**src/rtl/mdu_iterative_if.sv**
```systemverilog
// Request/response bundle between the execute stage and the
// iterative multiply/divide unit.
interface mdu_iterative_if #(
  parameter int XLEN = 32
);
  logic            MD_in_valid;
  logic            MD_in_ready;
  logic [2:0]      MD_funct3;
  logic [XLEN-1:0] MD_rs1_data;
  logic [XLEN-1:0] MD_rs2_data;
  logic [4:0]      MD_rd;
  logic            MD_flush;
  logic            MD_out_valid;
  logic            MD_out_ready;
  logic [XLEN-1:0] MD_result;
  logic [4:0]      MD_out_rd;

  modport slave (
    input  MD_in_valid,
    input  MD_funct3,
    input  MD_rs1_data,
    input  MD_rs2_data,
    input  MD_rd,
    input  MD_flush,
    input  MD_out_ready,
    output MD_in_ready,
    output MD_out_valid,
    output MD_result,
    output MD_out_rd
  );

  modport master (
    output MD_in_valid,
    output MD_funct3,
    output MD_rs1_data,
    output MD_rs2_data,
    output MD_rd,
    output MD_flush,
    output MD_out_ready,
    input  MD_in_ready,
    input  MD_out_valid,
    input  MD_result,
    input  MD_out_rd
  );
endinterface

```
**src/rtl/mdu_iterative.sv**
```systemverilog
// Iterative RV32M multiply/divide: 32-step shift-add multiply and
// restoring divide on sign-stripped magnitudes, sign fix-up at the end.
module mdu_iterative #(
  parameter int XLEN = 32
) (
  input  logic          SYS_clk,
  input  logic          SYS_reset,
  mdu_iterative_if.slave md
);
  typedef enum logic [1:0] {
    S_IDLE,
    S_CALC,
    S_FIX,
    S_DONE
  } state_t;

  state_t            r_state;
  logic [4:0]        r_cnt;
  logic [2:0]        r_f3;
  logic [4:0]        r_rd;
  logic              r_sa;
  logic              r_sb;
  logic [XLEN-1:0]   r_a;
  logic [XLEN-1:0]   r_b;
  logic [XLEN-1:0]   r_quo;
  logic [XLEN:0]     r_rem;
  logic [2*XLEN-1:0] r_acc;
  logic [XLEN-1:0]   r_result;
  logic [4:0]        r_out_rd;
  logic              r_out_valid;

  logic              w_fire;
  logic              w_sgn_a;
  logic              w_sgn_b;
  logic              w_sa;
  logic              w_sb;
  logic [XLEN-1:0]   w_abs_a;
  logic [XLEN-1:0]   w_abs_b;
  logic              w_div0;
  logic              w_ovf;
  logic [XLEN:0]     w_sum;
  logic [XLEN+1:0]   w_rsh;
  logic              w_ge;
  logic [XLEN:0]     w_sub;
  logic [2*XLEN-1:0] w_prod;
  logic [XLEN-1:0]   w_q;
  logic [XLEN-1:0]   w_r;
  logic [XLEN-1:0]   w_res;

  assign w_fire  = md.MD_in_valid & (r_state == S_IDLE)
                 & ~md.MD_flush;

  // mulhsu signs only rs1; plain mul works on raw bits
  assign w_sgn_a = (md.MD_funct3 == 3'b001)
                 | (md.MD_funct3 == 3'b010)
                 | (md.MD_funct3 == 3'b100)
                 | (md.MD_funct3 == 3'b110);
  assign w_sgn_b = (md.MD_funct3 == 3'b001)
                 | (md.MD_funct3 == 3'b100)
                 | (md.MD_funct3 == 3'b110);

  assign w_sa    = w_sgn_a & md.MD_rs1_data[XLEN-1];
  assign w_sb    = w_sgn_b & md.MD_rs2_data[XLEN-1];
  assign w_abs_a = w_sa ? -md.MD_rs1_data : md.MD_rs1_data;
  assign w_abs_b = w_sb ? -md.MD_rs2_data : md.MD_rs2_data;

  assign w_div0  = md.MD_funct3[2] & (md.MD_rs2_data == '0);
  assign w_ovf   = md.MD_funct3[2] & ~md.MD_funct3[0]
                 & (md.MD_rs1_data == {1'b1, {(XLEN-1){1'b0}}})
                 & (md.MD_rs2_data == '1);

  assign w_sum = {1'b0, r_acc[2*XLEN-1:XLEN]}
               + (r_acc[0] ? {1'b0, r_a} : '0);

  // partial remainder never exceeds 33 bits, so the top bit only guards
  assign w_rsh = {r_rem, r_quo[XLEN-1]};
  assign w_ge  = w_rsh >= {2'b00, r_b};
  assign w_sub = w_rsh[XLEN:0] - {1'b0, r_b};

  assign w_prod = (r_sa ^ r_sb) ? -r_acc : r_acc;
  assign w_q    = (r_sa ^ r_sb) ? -r_quo : r_quo;
  assign w_r    = r_sa ? -r_rem[XLEN-1:0] : r_rem[XLEN-1:0];

  always_comb begin
    w_res = w_q;
    unique case (1'b1)
      (r_f3 == 3'b000):
        w_res = w_prod[XLEN-1:0];
      (~r_f3[2] & (r_f3[1:0] != 2'b00)):
        w_res = w_prod[2*XLEN-1:XLEN];
      (r_f3[2] & ~r_f3[1]):
        w_res = w_q;
      (r_f3[2] & r_f3[1]):
        w_res = w_r;
      default:
        w_res = w_q;
    endcase
  end

  always_ff @(posedge SYS_clk) begin
    if (!SYS_reset) begin
      r_state     <= S_IDLE;
      r_cnt       <= '0;
      r_f3        <= '0;
      r_rd        <= '0;
      r_sa        <= 1'b0;
      r_sb        <= 1'b0;
      r_a         <= '0;
      r_b         <= '0;
      r_quo       <= '0;
      r_rem       <= '0;
      r_acc       <= '0;
      r_result    <= '0;
      r_out_rd    <= '0;
      r_out_valid <= 1'b0;
    end else if (md.MD_flush) begin
      r_state     <= S_IDLE;
      r_cnt       <= '0;
      r_out_valid <= 1'b0;
    end else begin
      unique case (r_state)
        S_IDLE: begin
          if (w_fire) begin
            r_f3  <= md.MD_funct3;
            r_rd  <= md.MD_rd;
            r_cnt <= '0;
            r_a   <= w_abs_a;
            r_b   <= w_abs_b;
            r_acc <= {{XLEN{1'b0}}, w_abs_b};
            r_quo <= w_abs_a;
            r_rem <= '0;
            r_sa  <= w_sa;
            r_sb  <= w_sb;
            r_state <= S_CALC;
            // special results are final values: no sign fix-up
            if (w_div0) begin
              r_quo   <= '1;
              r_rem   <= {1'b0, md.MD_rs1_data};
              r_sa    <= 1'b0;
              r_sb    <= 1'b0;
              r_state <= S_FIX;
            end else if (w_ovf) begin
              r_quo   <= {1'b1, {(XLEN-1){1'b0}}};
              r_rem   <= '0;
              r_sa    <= 1'b0;
              r_sb    <= 1'b0;
              r_state <= S_FIX;
            end
          end
        end
        S_CALC: begin
          if (r_f3[2]) begin
            r_quo <= {r_quo[XLEN-2:0], w_ge};
            r_rem <= w_ge ? w_sub : w_rsh[XLEN:0];
          end else begin
            r_acc <= {w_sum, r_acc[XLEN-1:1]};
          end
          r_cnt <= r_cnt + 5'd1;
          if (r_cnt == 5'd31) begin
            r_state <= S_FIX;
          end
        end
        S_FIX: begin
          r_result    <= w_res;
          r_out_rd    <= r_rd;
          r_out_valid <= 1'b1;
          r_state     <= S_DONE;
        end
        S_DONE: begin
          if (md.MD_out_ready) begin
            r_out_valid <= 1'b0;
            r_state     <= S_IDLE;
          end
        end
        default: r_state <= S_IDLE;
      endcase
    end
  end

  assign md.MD_in_ready  = (r_state == S_IDLE);
  assign md.MD_out_valid = r_out_valid;
  assign md.MD_result    = r_result;
  assign md.MD_out_rd    = r_out_rd;
endmodule

```
**src/flat_wrapper.sv**
```systemverilog
// flat-port wrapper written by rule: the top's interface ports become plain ports
module mdu_iterative_flat 
#(
  parameter int XLEN = 32
)
  (SYS_clk, SYS_reset, md_MD_in_valid, md_MD_funct3, md_MD_rs1_data, md_MD_rs2_data, md_MD_rd, md_MD_flush, md_MD_out_ready, md_MD_in_ready, md_MD_out_valid, md_MD_result, md_MD_out_rd);
  mdu_iterative_if #(.XLEN(XLEN)) md_i ();
  input  logic SYS_clk;
  input  logic SYS_reset;
  input wire logic [$bits(md_i.MD_in_valid)-1:0] md_MD_in_valid;
  input wire logic [$bits(md_i.MD_funct3)-1:0] md_MD_funct3;
  input wire logic [$bits(md_i.MD_rs1_data)-1:0] md_MD_rs1_data;
  input wire logic [$bits(md_i.MD_rs2_data)-1:0] md_MD_rs2_data;
  input wire logic [$bits(md_i.MD_rd)-1:0] md_MD_rd;
  input wire logic [$bits(md_i.MD_flush)-1:0] md_MD_flush;
  input wire logic [$bits(md_i.MD_out_ready)-1:0] md_MD_out_ready;
  output wire logic [$bits(md_i.MD_in_ready)-1:0] md_MD_in_ready;
  output wire logic [$bits(md_i.MD_out_valid)-1:0] md_MD_out_valid;
  output wire logic [$bits(md_i.MD_result)-1:0] md_MD_result;
  output wire logic [$bits(md_i.MD_out_rd)-1:0] md_MD_out_rd;
  assign md_i.MD_in_valid = md_MD_in_valid;
  assign md_i.MD_funct3 = md_MD_funct3;
  assign md_i.MD_rs1_data = md_MD_rs1_data;
  assign md_i.MD_rs2_data = md_MD_rs2_data;
  assign md_i.MD_rd = md_MD_rd;
  assign md_i.MD_flush = md_MD_flush;
  assign md_i.MD_out_ready = md_MD_out_ready;
  assign md_MD_in_ready = md_i.MD_in_ready;
  assign md_MD_out_valid = md_i.MD_out_valid;
  assign md_MD_result = md_i.MD_result;
  assign md_MD_out_rd = md_i.MD_out_rd;
  mdu_iterative #(.XLEN(XLEN)) u_core (.SYS_clk(SYS_clk), .SYS_reset(SYS_reset), .md(md_i));
endmodule
```
**config.mk**
```make
export PLATFORM = sky130hd
export DESIGN_NAME = mdu_iterative_flat
export DESIGN_NICKNAME = d
export VERILOG_FILES = /design/src/rtl/mdu_iterative_if.sv /design/src/rtl/mdu_iterative.sv /design/src/flat_wrapper.sv
export SDC_FILE = /design/constraint.sdc
export NUM_CORES = 1
export LEC_CHECK = 0
export BUFFER_PORTS_ARGS = -buffer_cell sky130_fd_sc_hd__buf_2
export CORE_AREA = 2 2 203 205
export CTS_BUF_LIST = sky130_fd_sc_hd__clkbuf_4
export DETAILED_ROUTE_END_ITERATION = 10
export DIE_AREA = 0 0 205 207
export HOLD_SLACK_MARGIN = 0.12
export MAX_ROUTING_LAYER = met4
export PLACE_DENSITY = 0.75
export SLEW_MARGIN = 20
export SYNTH_ARGS = -nofsm -noshare
export SYNTH_HDL_FRONTEND = slang
export SYNTH_SLANG_ARGS = --single-unit
```
**constraint.sdc**
```tcl
create_clock -name SYS_clk -period 5.6 [get_ports SYS_clk]
set_clock_uncertainty 0.15 [all_clocks]
set_input_delay 0.28 -clock SYS_clk [delete_from_list [all_inputs] [get_ports SYS_clk]]
set_output_delay 0.28 -clock SYS_clk [all_outputs]
set_load 0.1 [all_outputs]
```
==> flow_summary.toml <==
[synthesis]
synth_flop_cell = "dfxtp_1"
netlist_area_sq_um = 18200
ys_top_cells_by_area = "dfxtp_1, xnor2_1, a21oi_1, nand2_1, ha_1"
ys_types = 75
synth.net_count = 2597
synth.area.mux_share = 0.0255
synth_xor_area_frac = 0.111
yosysMostFrequentCell = "nand2_1"
synth_top_family_by_area = "compound AO/OA/AOI/OAI gates"
synth-simple-area-share = 0.225
ys_seq_elements = 248
yosys_warnings = 0
yosysSeqAreaShare = 0.272
synthArstFlopShare = 0
synth_edf_count = 0
synthTopCellsByCount = "nand2_1, dfxtp_1, a21oi_1, nor2_1, o21ai_0"
synth_top_area_cell = "dfxtp_1"
synth_top_area_share = 0.272
yosys.area_share.adder = 0.0543
syn_avg_cell_area_sq_um = 7.47
syn_inst = 2442
synth_compound_area_frac = 0.265

[global_routing]
grt_max_degree = 92
grt-ovfl-total = 0
antenna_found_initial = 3
grt_pass1_vias = 18481
grt_usage = 0.335
grt_first_pass_wirelength_microns = 108000

[critical_path]
cp.required_ns = 6.06
crit_path_end_kind = "flop"
worst_path_max_delay_cell = "a21o_1"
cp-start-kind = "flop"
reg2reg_depth = 14
crit_path_max_incr_delay_ns = 0.58
regToRegSetupSlack_ns = 1.48
critPathKind = "reg -> reg"
critPathMaxFanout = 16
cp_top_family = "compound AO/OA/AOI/OAI gates"
worstPathArrival_ns = 4.58
crit_buf_inv = 3
r2r-start = "u_core.r_quo[31]"
reg2reg_to = "u_core.r_rem[6]"
worst-path-stages = 14
crit_chain = "inv_1 > ha_1 > inv_1 > fa_1 > a211oi_1 > nor2_1 > o31ai_1 > a21o_1 > a21oi_1 > a21o_1 > buf_4 > mux2_2 > a22oi_1 > a21oi_1"

[clock_tree]
htreeDepth = 3
cts_num_sinks = 248
cts_tree = "done"
cts_buffers = 74
worstSkewPairLatency_ns = 0.79
path_clk_slew_ns = 0.07
clock_path_buffers = 3
cts-root-buf = "clkbuf_4"

[route]
viasPerCell = 6.21
route.detailed.drc = 0
dr.pass1.iters = 6
wirelength_microns = 70400
drtIter0Drc = 2265
vias = 19831
drt-wirelength-per-cell_microns = 22.1
antenna_left = 0

[timing]
hold_viol = 0
slew_violations = 0
post-route-min-period_ns = 4.12
fmax_mhz = 243
setup_viol = 0
fin_crit_sh = 0.735
tns_ns = 0
tightestPinTransition_ns = 1.11
max-slew-margin-rel = 0.256
whs_ns = 0.214
setup_slack_ns = 1.48
rsz0062_at_grt = "no"

[layout]
fin_cells = 3193
area_growth_pct = 15.6
fin_area_sq_um = 21100
multi_input_area_sq_um = 12500
n_fill_cell = 3932
ff_latch_area_sq_um = 4960
fin_util = 0.522
drive_gt1_frac = 0.112
fin_nets = 2763

[floorplan]
dieWidth_microns = 205
rows = 74
die_h_microns = 207
core_area_sq_um = 40400
initial_core_util = 0.452
ios = 116
die-area_sq_um = 42400

[min_path]
hp-start = "md_MD_funct3[2]"
hold_path_depth = 4
hold_end = "u_core.r_f3[2]"
min_path_type = "in -> reg"

[pwr]
p_leak_nw = 8.84
p_per_area_nw_per_um2 = 260
finalPower_mw = 5.49
vdd_ir_drop_max_v = 0.000153

[outcome]
status = "complete, no violations"

[placed_design]
hpwl_microns = 51300
gp_congestion = 1.02
dp_cells = 2965
portBuffers = 115
place_worst_setup_slack_ns = 1.58
placed_area_sq_um = 19200

[run]
cap_violations = 0
-- routing by layer --
layer	global-route usage	up-vias	routed length, microns
li1	-	9130	-
met4	0.200	0	4550
met2	0.481	1206	30100
met1	0.437	9258	28600
met5	-	-	0
met3	0.0565	237	7200
-- state kept, by name (all words and copies together), names as in the netlist, 3 cells and up --
signal and flops:
u_core.md.MD_out_rd 5, u_core.r_a 32, u_core.r_f3 3, u_core.r_quo 32
u_core.r_rd 5, u_core.r_cnt 5, u_core.r_rem 33, u_core.r_acc 64
u_core.r_b 32, u_core.md.MD_result 32
-- power by group --
group,internal [mW],switching (mW),total [mW]
Sequential,1.87,0.142,2.01
Combinational,0.660,1.06,1.72
Clock,0.896,0.863,1.76
Total,3.42,2.07,5.49
-- cell type report --
class / instances / area share
clock buffer: 104 / 0.0370
antenna: 4 / 0.000475
multi-input combinational: 1965 / 0.593
timing repair buffer: 239 / 0.0833
clock inverter: 21 / 0.00516
inverter: 80 / 0.0142
tap: 532 / 0.0316
sequential: 248 / 0.236
-- layout by cell type, fill, tap and decap left out, types with 15 or more instances in the layout --
| cell | n |
|---|---|
| or4_1 | 18 |
| dlygate4sd3_1 | 99 |
| a21boi_0 | 31 |
| dfxtp_1 | 248 |
| nor4_1 | 18 |
| o31ai_1 | 29 |
| nand3_1 | 27 |
| clkinv_1 | 18 |
| a31oi_1 | 28 |
| and2_1 | 62 |
| o21ai_0 | 185 |
| o41ai_1 | 18 |
| clkbuf_4 | 104 |
| buf_2 | 114 |
| nor2b_1 | 22 |
| xnor2_1 | 134 |
| mux2_2 | 19 |
| a22oi_1 | 41 |
| o21ai_1 | 37 |
| o221ai_1 | 15 |
| a21o_1 | 21 |
| a21oi_1 | 219 |
| a221oi_1 | 25 |
| nor3_1 | 52 |
| nand4_1 | 28 |
| nand2b_1 | 18 |
| and3_1 | 46 |
| nor2_1 | 214 |
| mux2i_1 | 25 |
| inv_1 | 79 |
| buf_4 | 26 |
| xor2_1 | 95 |
| a22o_1 | 17 |
| ha_1 | 75 |
| nand2_1 | 266 |
| nor3b_1 | 22 |
| or3_1 | 20 |
-- cells by family after synthesis --
kind of cell             after synthesis
multiplexers                          44
AO/OA/AOI/OAI                        767
adder cells (fa/ha/maj)               78
AND/OR/NAND/NOR                      845
flip-flops                           248
XOR/XNOR                             231
buffers and inverters                229
-- worst max-delay path by stage --
| stage | from | end | slack (ns) |
|---|---|---|---|
| 2_1_floorplan | u_core.r_rem[2] | u_core.md.MD_result[27] | 2.07 |
| 3_3_place_gp | u_core.r_quo[31] | u_core.r_rem[13] | 1.59 |
| 3_5_place_dp | u_core.r_quo[31] | u_core.r_rem[13] | 1.58 |
| 4_1_cts | u_core.r_quo[31] | u_core.r_rem[13] | 1.56 |
| 5_1_grt | u_core.r_quo[31] | u_core.r_rem[7] | 1.17 |
| 6_report | u_core.r_quo[31] | u_core.r_rem[6] | 1.48 |
-- repair_timing --
| item | CTS | global route |
|---|---|---|
| hold endpoints to repair | 214 | 0 |
| resized for setup | 0 | 0 |
| hold buffers | 99 | 0 |
| setup buffers | 0 | 0 |
-- worst register-to-register path, stage by stage, from the launching register on --
cell      delay, ns
dfxtp_1        0.33
inv_1          0.08
ha_1           0.23
inv_1          0.08
fa_1           0.23
a211oi_1       0.09
nor2_1         0.28
o31ai_1        0.19
a21o_1         0.22
a21oi_1        0.46
a21o_1         0.59
buf_4          0.39
mux2_2         0.38
a22oi_1        0.15
a21oi_1        0.10
No activity file was read; power rests on OpenSTA's default activity.
